===== src/rtl/uproc_pkg.sv =====
// Shared definitions for the micro-processor datapath blocks.
//   DATA_WIDTH   : default width of data words and memory addresses
//   LSU_OP_*     : encoding of the load/store request direction (req_store)
//   lsu_state_t  : load/store unit sequencer states
package uproc_pkg;

   localparam int unsigned DATA_WIDTH = 8;

   localparam logic LSU_OP_LOAD  = 1'b0;
   localparam logic LSU_OP_STORE = 1'b1;

   typedef enum logic [2:0] {
      StIdle,
      StRd,
      StRdOut,
      StWrWait,
      StWr,
      StDone
   } lsu_state_t;

endpackage


===== src/rtl/data_mem_lsu.sv =====
// Load/store unit: initiator side of the data memory port.
// Accepts single or burst requests, drives the memory address/write-enable/write-data
// inputs and samples the memory's combinational read data.
//   clk, nReset                      : clock, synchronous active-low reset
//   req_valid/req_ready              : request handshake
//   req_store/req_addr/req_len       : direction, base address, word count (0 = no access)
//   rd_data/rd_valid/rd_ready        : load data stream out
//   wr_data/wr_valid/wr_ready        : store data stream in
//   done                             : one-cycle pulse when a burst finishes
//   busy                             : sequencer not idle
//   mem_addr/mem_we/mem_wdata        : to memory
//   mem_rdata                        : from memory (combinational, 0 while mem_we=1)
module data_mem_lsu
   import uproc_pkg::*;
#(
   parameter int unsigned DataWidth = DATA_WIDTH,
   parameter int unsigned LenWidth  = 8
) (
   input  logic                 clk,
   input  logic                 nReset,
   input  logic                 req_valid,
   output logic                 req_ready,
   input  logic                 req_store,
   input  logic [DataWidth-1:0] req_addr,
   input  logic [LenWidth-1:0]  req_len,
   output logic [DataWidth-1:0] rd_data,
   output logic                 rd_valid,
   input  logic                 rd_ready,
   input  logic [DataWidth-1:0] wr_data,
   input  logic                 wr_valid,
   output logic                 wr_ready,
   output logic                 done,
   output logic                 busy,
   output logic [DataWidth-1:0] mem_addr,
   output logic                 mem_we,
   output logic [DataWidth-1:0] mem_wdata,
   input  logic [DataWidth-1:0] mem_rdata
);

   lsu_state_t           state_q, state_d;
   logic [DataWidth-1:0] addr_q, addr_d;
   logic [LenWidth-1:0]  cnt_q, cnt_d;
   logic                 op_q, op_d;
   logic [DataWidth-1:0] mem_addr_q, mem_addr_d;
   logic                 mem_we_q, mem_we_d;
   logic [DataWidth-1:0] mem_wdata_q, mem_wdata_d;
   logic [DataWidth-1:0] rd_data_q, rd_data_d;
   logic                 rd_valid_q, rd_valid_d;
   logic                 wr_ready_q, wr_ready_d;
   logic                 done_q, done_d;

   logic                 advance;
   logic [DataWidth-1:0] addr_inc;

   // Wraps modulo 2^DataWidth.
   assign addr_inc = addr_q + DataWidth'(1);

   always_comb begin
      state_d     = state_q;
      addr_d      = addr_q;
      cnt_d       = cnt_q;
      op_d        = op_q;
      mem_addr_d  = mem_addr_q;
      mem_we_d    = 1'b0;
      mem_wdata_d = mem_wdata_q;
      rd_data_d   = rd_data_q;
      rd_valid_d  = rd_valid_q;
      wr_ready_d  = wr_ready_q;
      done_d      = 1'b0;
      advance     = 1'b0;

      unique case (state_q)
         StIdle: begin
            if (req_valid) begin
               addr_d = req_addr;
               cnt_d  = req_len;
               op_d   = req_store;
               if (req_len == '0) begin
                  state_d = StDone;
                  done_d  = 1'b1;
               end else if (req_store == LSU_OP_STORE) begin
                  state_d    = StWrWait;
                  wr_ready_d = 1'b1;
               end else begin
                  state_d    = StRd;
                  mem_addr_d = req_addr;
               end
            end
         end
         StRd: begin
            // mem_we is always 0 here, so mem_rdata is a genuine read.
            rd_data_d  = mem_rdata;
            rd_valid_d = 1'b1;
            state_d    = StRdOut;
         end
         StRdOut: begin
            if (rd_ready) begin
               rd_valid_d = 1'b0;
               advance    = 1'b1;
            end
         end
         StWrWait: begin
            if (wr_valid) begin
               mem_wdata_d = wr_data;
               mem_addr_d  = addr_q;
               wr_ready_d  = 1'b0;
               mem_we_d    = 1'b1;
               state_d     = StWr;
            end
         end
         StWr: begin
            advance = 1'b1;
         end
         StDone: begin
            state_d = StIdle;
         end
         default: begin
            state_d = StIdle;
         end
      endcase

      // Common end-of-word bookkeeping for loads and stores.
      if (advance) begin
         addr_d = addr_inc;
         cnt_d  = cnt_q - LenWidth'(1);
         if (cnt_q == LenWidth'(1)) begin
            state_d = StDone;
            done_d  = 1'b1;
         end else if (op_q == LSU_OP_STORE) begin
            state_d    = StWrWait;
            wr_ready_d = 1'b1;
         end else begin
            state_d    = StRd;
            mem_addr_d = addr_inc;
         end
      end
   end

   always_ff @(posedge clk) begin
      if (!nReset) begin
         state_q     <= StIdle;
         addr_q      <= '0;
         cnt_q       <= '0;
         op_q        <= LSU_OP_LOAD;
         mem_addr_q  <= '0;
         mem_we_q    <= 1'b0;
         mem_wdata_q <= '0;
         rd_data_q   <= '0;
         rd_valid_q  <= 1'b0;
         wr_ready_q  <= 1'b0;
         done_q      <= 1'b0;
      end else begin
         state_q     <= state_d;
         addr_q      <= addr_d;
         cnt_q       <= cnt_d;
         op_q        <= op_d;
         mem_addr_q  <= mem_addr_d;
         mem_we_q    <= mem_we_d;
         mem_wdata_q <= mem_wdata_d;
         rd_data_q   <= rd_data_d;
         rd_valid_q  <= rd_valid_d;
         wr_ready_q  <= wr_ready_d;
         done_q      <= done_d;
      end
   end

   // Gate write-enable with reset so a write cycle cut short by reset cannot clobber
   // the memory's own reset initialisation.
   assign mem_we    = mem_we_q & nReset;
   assign mem_addr  = mem_addr_q;
   assign mem_wdata = mem_wdata_q;
   assign rd_data   = rd_data_q;
   assign rd_valid  = rd_valid_q;
   assign wr_ready  = wr_ready_q;
   assign done      = done_q;
   assign req_ready = (state_q == StIdle);
   assign busy      = (state_q != StIdle);

endmodule


===== config.mk =====
export PLATFORM = sky130hd
export DESIGN_NAME = data_mem_lsu
export DESIGN_NICKNAME = d
export VERILOG_FILES = /design/src/rtl/uproc_pkg.sv /design/src/rtl/data_mem_lsu.sv
export SDC_FILE = /design/constraint.sdc
export NUM_CORES = 1
export LEC_CHECK = 0
export BUFFER_PORTS_ARGS = -buffer_cell sky130_fd_sc_hd__buf_4
export CORE_MARGIN = 8
export CORE_UTILIZATION = 40
export DETAILED_ROUTE_END_ITERATION = 12
export GPL_TIMING_DRIVEN = 0
export PLACE_DENSITY = 0.65
export SLEW_MARGIN = 5
export SYNTH_ARGS = -nofsm -noshare
export SYNTH_HDL_FRONTEND = slang
export SYNTH_SLANG_ARGS = --single-unit

===== constraint.sdc =====
create_clock -name clk -period 1.7 [get_ports clk]
set_input_delay 0.17 -clock clk [delete_from_list [all_inputs] [get_ports clk]]
set_output_delay 0.17 -clock clk [all_outputs]
set_load 0.05 [all_outputs]

==> metrics, run 1 <==
R2R depth 8; Sequential Power Share 0.359; Least-Margin Pin Slew 0.647 ns; placed inst area 0.00307 sq mm; CP delay by family, top simple AND/OR/NAND/NOR gates; Int Power 2.39 mW; H-tree levels 2; Req. time, crit path between 1.5 and 2 ns; Final Setup Violations 8; first-pass GRT wire length 12500 microns; ys async rst share 0; Finished Core Util 0.570; period utilization 1.10; final hold violation count 0; number of flops mapped to enable cells by yosys 0; synthesized cell area 0.00246 sq mm; sequential cell area roughly 970 sq um; die footprint 0.00891 sq mm; via-per-instance ratio 5.62; Psw ~1.6 mW; share of layout cells above drive strength 1 0.318; P&R area growth vs syn 37.3%; HP Class in -> reg; DRT antenna net count 0; critical path depth 8; Worst setup SP type flop; status complete, but fails checks; Max-slew headroom 0.569; Switching Fraction 0.396; syn nets between 300 and 400; Setup WS post-layout -0.170 ns; Reg clk slew, reported paths 0.09 ns; vias 2632; Setup CP Type reg -> reg; CP bufs+invs 3; core area 0.00592 sq mm; CP peak stage delay 0.38 ns; post-synth cell types 47; Die Ht 94.4 microns; Clock Power Share 0.213; # clock sinks 48; initial antenna violation count 0; Port Buffers 67; pin count of the biggest net entering global routing 15; Pre-antenna DRT Iters 5; area of the multi-input gates between 0.001 and 0.0015 sq mm; total gr overflow 0; register bit total from synthesis between 40 and 50; num rows 28; PwrDens between 1000 and 1500 mW/mm^2; design area 0.00338 sq mm; io pins 68; # fillers 568; maxcap violations 0; Post-Syn Area per Cell 7.88 sq um; VDD IR max 657 uV; Routed WL per cell 17.3 microns; total CTS buffers 5; unrepaired setup endpoints after global routing yes; DRC 0; RePlAce Congestion 0.828; Worst EP arrival 2.07 ns; Nets ~430; FF-to-FF setup slack -0.17 ns; cell with the most instances on the worst path buf_6; hold_sp req_len[1]; cells after synthesis roughly 310; crit path max-delay cell type or3_1; failing checks setup timing; DIE WIDTH 94.4 microns; Worst Clk Skew 0.0106 ns; CP Max Fanout 10; hold path cells 3; WHS Endpoint cnt_q[1]; Static Leak roughly 1.3 nW; critical path, cell by cell buf_6, nand3b_1, a21o_4, or3_1, buf_6, buf_12, o21ai_4, a21oi_2; Final Max Tran Viols 0; gr usage total 0.174; Warnings, synthesis 0; vias in the first global route 2567; fmax 535 MHz; 1st-iter DRT viols roughly 190; sequential area share after synthesis 0.391; Comb pwr share 0.428; Initial Util 0.415; Hold WS ~0.1 ns; DP HPWL 5730 microns; clk_lat worst skew 0.31 ns; CTS Root Cell clkbuf_8; reg-to-reg critical path endpoint mem_addr[0]; Period minus WS final between 1.5 and 2 ns; ys flop type dfxtp_1; antenna fix cells 0; maximum clock path buffer count 2; final WL 8100 microns; worst r2r src state_q[2]; CTS tree yes; Setup crit end kind flop; Hold-fix buffers, CTS 0
==> worst reg2reg max path, stage by stage (launching register included) <==
cell      delay (ns)
dfxtp_2         0.34
buf_6           0.13
nand3b_1        0.21
a21o_4          0.24
or3_1           0.38
buf_6           0.16
buf_12          0.14
o21ai_4         0.12
a21oi_2         0.04
==> stage by stage <==
| stage | worst slack [ns] | std cells | power [mW] | TNS (ns) |
|---|---|---|---|---|
| 2_1_floorplan | -0.00429 | 312 | 2.45 | -0.00858 |
| 3_3_place_gp | -0.312 | 454 | 2.87 | -4.86 |
| 3_5_place_dp | -0.357 | 454 | 2.90 | -6.17 |
| 4_1_cts | -0.141 | 464 | 3.82 | -0.831 |
| 5_1_grt | -0.216 | 468 | 4.13 | -1.62 |
| 6_report | -0.170 | 468 | 3.95 | -0.930 |
==> layer usage <==
layer | track usage | wire length, microns
met5 | 0 | 0
met4 | 0.0449 | 116
met3 | 0.0444 | 684
met2 | 0.295 | 3890
met1 | 0.214 | 3410
==> flip-flops by register name, summed over array words and instances (netlist names) <==
name,count
addr_q,8
cnt_q,8
mem_addr,8
mem_wdata,8
rd_data,8
state_q,3
done,1
mem_we_q,1
op_q,1
rd_valid,1
wr_ready,1
==> cells by family after synthesis <==
kind of cell    synth area share
buf+inv                   0.0636
xor+xnor                  0.0249
fa+ha+maj                 0.0153
flops                      0.391
compound gates             0.264
simple gates               0.219
mux                       0.0229
==> layout by cell type (no fill, tap or decap), types with 3 or more instances in the layout <==
cell       n
clkbuf_1   7
nor3_1     4
clkbuf_8   5
dfxtp_1   45
o22ai_1    5
buf_6      4
ha_1       3
mux2_2     5
o21ai_0   11
xor2_1     3
buf_8      3
and2_1     3
nand3b_1   3
a21oi_2    5
nand3_1    8
o221ai_1   3
a21oi_1   37
buf_4     73
nand2b_1   3
a211oi_1   3
xnor2_1    4
nand2_1   60
inv_1     10
nor2_1    16
a31oi_1   10
a22oi_1    7
a222oi_1   5
==> power groups by stage <==
stage	Clock [mW]	Combinational, mW	Sequential, mW
floorplan	0	0.806	1.64
global placement	0	1.46	1.41
detailed placement	0	1.48	1.42
CTS	0.846	1.58	1.40
global route	0.883	1.80	1.44
finish	0.841	1.69	1.42
==> final cells by class <==
class | instances | area share
tap | 75 | 0.0278
inverter | 12 | 0.0156
sequential | 48 | 0.287
multi-input combinational | 233 | 0.422
clock buffer | 6 | 0.0215
clock inverter | 2 | 0.0104
timing repair buffer | 75 | 0.175
buffer | 17 | 0.0411
==> timing repair <==
item	4_1_cts	5_1_grt
pin swaps	4	10
endpoints found under the setup margin	40	35
gates cloned	0	2
setup buffers	3	4
resized for setup	20	23
==> worst max path at each step <==
stage	endpoint	start	slack (ns)
3_5_place_dp	mem_addr[5]	state_q[0]	-0.36
5_1_grt	mem_addr[0]	cnt_q[5]	-0.22
3_3_place_gp	mem_addr[1]	req_len[0]	-0.31
6_report	mem_addr[0]	state_q[2]	-0.17
2_1_floorplan	mem_addr[1]	state_q[2]	-0.004
4_1_cts	mem_addr[0]	cnt_q[5]	-0.14
==> Yosys cell counts, types with 6 or more instances <==
cell type	count	area, sq um
clkbuf_1	12	45.0
nand2_1	60	225
a21oi_1	40	200
o21ai_0	12	60.1
nor2_1	17	63.8
nor3_1	6	30.0
dfxtp_1	48	961
a31oi_1	10	62.6
nand3_1	8	40.0
a22oi_1	7	52.6
inv_1	10	37.5
(Power assumes the default switching activity.)
==> run 2, diff against run 1 <==
--- a/config.mk
+++ b/config.mk
@@ -7,10 +7,10 @@
 export LEC_CHECK = 0
 export BUFFER_PORTS_ARGS = -buffer_cell sky130_fd_sc_hd__buf_4
 export CORE_MARGIN = 8
-export CORE_UTILIZATION = 40
+export CORE_UTILIZATION = 52
 export DETAILED_ROUTE_END_ITERATION = 12
 export GPL_TIMING_DRIVEN = 0
-export PLACE_DENSITY = 0.65
+export PLACE_DENSITY = 0.78
 export SLEW_MARGIN = 5
 export SYNTH_ARGS = -nofsm -noshare
 export SYNTH_HDL_FRONTEND = slang
==> constraint.sdc (replaced) <==
create_clock -name clk -period 1.95 [get_ports clk]
set_input_delay 0.195 -clock clk [delete_from_list [all_inputs] [get_ports clk]]
set_output_delay 0.195 -clock clk [all_outputs]
set_load 0.05 [all_outputs]
==> run 2 against run 1 <==
Effect of this change: cell count fell by 4.3%; the flow now finishes without violations; sequential power fell by 14%; sequential share of layout area rose by 1.1 points.
==> metrics, run 2 (synthesis gave the netlist of run 1 again) <==
status completed (was complete, but fails checks); Final Max Tran Viols 0 (unchanged); P&R area growth vs syn 31.7% (was 37.3%); Clock Power Share 0.200 (was 0.213); final hold violation count 0 (unchanged); Reg clk slew, reported paths 0.09 ns (about the same); PwrDens 995 mW/mm^2 (was 1170 mW/mm^2); HP Class in -> reg (unchanged); H-tree levels 2 (unchanged); die footprint 0.00718 sq mm (was 0.00891 sq mm); num rows 25 (was 28); initial antenna violation count 0 (unchanged); final WL 7460 microns (was 8100 microns); VDD IR max 525 uV (was 657 uV); CTS Root Cell clkbuf_8 (unchanged); total CTS buffers 5 (unchanged); clk_lat worst skew 0.31 ns (about the same); Routed WL per cell 16.7 microns (was 17.3 microns); DIE WIDTH 84.8 microns (was 94.4 microns); Sequential Power Share 0.378 (was 0.359); Req. time, crit path 2.20 ns (was 1.90 ns); Setup CP Type reg -> reg (unchanged); Nets 434 (was 433); core area 0.00463 sq mm (was 0.00592 sq mm); CP bufs+invs 2 (was 3); dpl ws -0.0614 ns (was -0.357 ns); Psw 1.31 mW (was 1.56 mW); Worst EP arrival 2.15 ns (was 2.07 ns); pin count of the biggest net entering global routing 16 (was 15); unrepaired setup endpoints after global routing yes (unchanged); Setup WS post-layout 0.0481 ns (was -0.170 ns); maxcap violations 0 (unchanged); CP Max Fanout 8 (was 10); FF-to-FF setup slack 0.05 ns (was -0.17 ns); Die Ht 84.8 microns (was 94.4 microns); DP HPWL 5360 microns (was 5730 microns); Pre-antenna DRT Iters 6 (was 5); critical path, cell by cell or4_4, nor4b_4, or3_1, buf_6, buf_12, o21ai_2, a21oi_2 (was buf_6, nand3b_1, a21o_4, or3_1, buf_6, buf_12, o21ai_4, a21oi_2); Setup crit end kind flop (unchanged); share of layout cells above drive strength 1 0.279 (was 0.318); Worst setup SP type flop (unchanged); first-pass GRT wire length 12000 microns (was 12500 microns); antenna fix cells 0 (unchanged); CP peak stage delay 0.58 ns (was 0.38 ns); Max-slew headroom 0.570 (was 0.569); fmax 526 MHz (was 535 MHz); Cells after DPL 433 (was 454); CP delay by family, top simple AND/OR/NAND/NOR gates (unchanged); Switching Fraction 0.405 (was 0.396); Least-Margin Pin Slew 0.645 ns (was 0.647 ns); final non-filler cell total 448 (was 468); gr usage total 0.202 (was 0.174); 1st-iter DRT viols 215 (was 192); DRT antenna net count 0 (unchanged); maximum clock path buffer count 2 (unchanged); Hold-fix buffers, CTS 0 (unchanged); crit path max-delay cell type or4_4 (was or3_1); RePlAce Congestion 0.900 (was 0.828); io pins 68 (unchanged); period utilization 0.975 (was 1.10); Period minus WS final 1.90 ns (was 1.87 ns); vias in the first global route 2538 (was 2567); most frequent cells in the layout buf_4, nand2_1, dfxtp_1 (unchanged); Int Power 1.92 mW (was 2.39 mW); vias 2647 (was 2632); total gr overflow 0 (unchanged); Worst Clk Skew 0.00595 ns (was 0.0106 ns); DRC 0 (unchanged); Port Buffers 67 (unchanged); Initial Util 0.531 (was 0.415); Static Leak 1.30 nW (was 1.34 nW); Comb pwr share 0.423 (was 0.428); # fillers 394 (was 568); Final Setup Violations 0 (was 8); CTS tree yes (unchanged); via-per-instance ratio 5.91 (was 5.62); # clock sinks 48 (unchanged); commonest non-fill, non-tap cell in the layout buf_4 (unchanged)
-- run 2: final cells by class --
type / count / area, sq um / area share
Buffer: 19 / 120 / 0.0371
Clock buffer: 6 / 82.6 / 0.0255
Clock inverter: 2 / 15.0 / 0.00464
Inverter: 12 / 47.5 / 0.0147
Multi-Input combinational cell: 232 / 1360 / 0.420
Sequential cell: 48 / 965 / 0.298
Tap cell: 54 / 67.6 / 0.0209
Timing Repair Buffer: 75 / 581 / 0.179
-- run 2: layer usage --
layer | GRT usage | wire, microns
met1 | 0.246 | 3180
met2 | 0.331 | 3480
met4 | 0.0761 | 116
met5 | 0 | 0
met3 | 0.0556 | 680
-- run 2: path summary, 6_finish.rpt --
check / startpoint / to / cells after the start
worst max register to register: cnt_q[2] / mem_addr[0] / 7
worst min-delay path: wr_data[0] / mem_wdata[0] / 3
worst max-delay path: cnt_q[2] / mem_addr[0] / 7
worst min register to register: rd_data[6] / rd_data[6] / 2
-- run 2: power by group through the flow --
stage / sequential [mW] / clock, mW / combinational (mW)
4_1_cts: 1.21 / 0.651 / 1.27
5_1_grt: 1.23 / 0.693 / 1.47
3_5_place_dp: 1.23 / 0 / 1.27
6_report: 1.22 / 0.643 / 1.36
3_3_place_gp: 1.23 / 0 / 1.25
2_1_floorplan: 1.43 / 0 / 0.691
-- run 2: timing repair --
item / CTS / global route
resized for setup: 2 / 14
buffers inserted: 0 / 7
pin swaps: 0 / 2
gates cloned: 0 / 1
setup endpoints to repair: 3 / 27
-- run 2: metrics by stage --
stage | setup TNS (ns) | hold WS (ns) | power (mW) | util | cell area (sq um)
3_5_place_dp | -0.175 | 0.443 | 2.50 | 0.654 | 3030
6_report | 0 | 0.124 | 3.22 | 0.699 | 3240
3_3_place_gp | -0.214 | 0.441 | 2.47 | 0.654 | 3030
2_1_floorplan | 0 | 0.331 | 2.12 | - | 2460
5_1_grt | -0.145 | 0.125 | 3.39 | 0.699 | 3240
4_1_cts | 0 | 0.119 | 3.14 | 0.676 | 3130
-- run 2: worst reg2reg max path, stage by stage (launching register included) --
cell and delay (ns):
dfxtp_4 0.37, or4_4 0.58, nor4b_4 0.30, or3_1 0.16
buf_6 0.14, buf_12 0.13, o21ai_2 0.06, a21oi_2 0.12
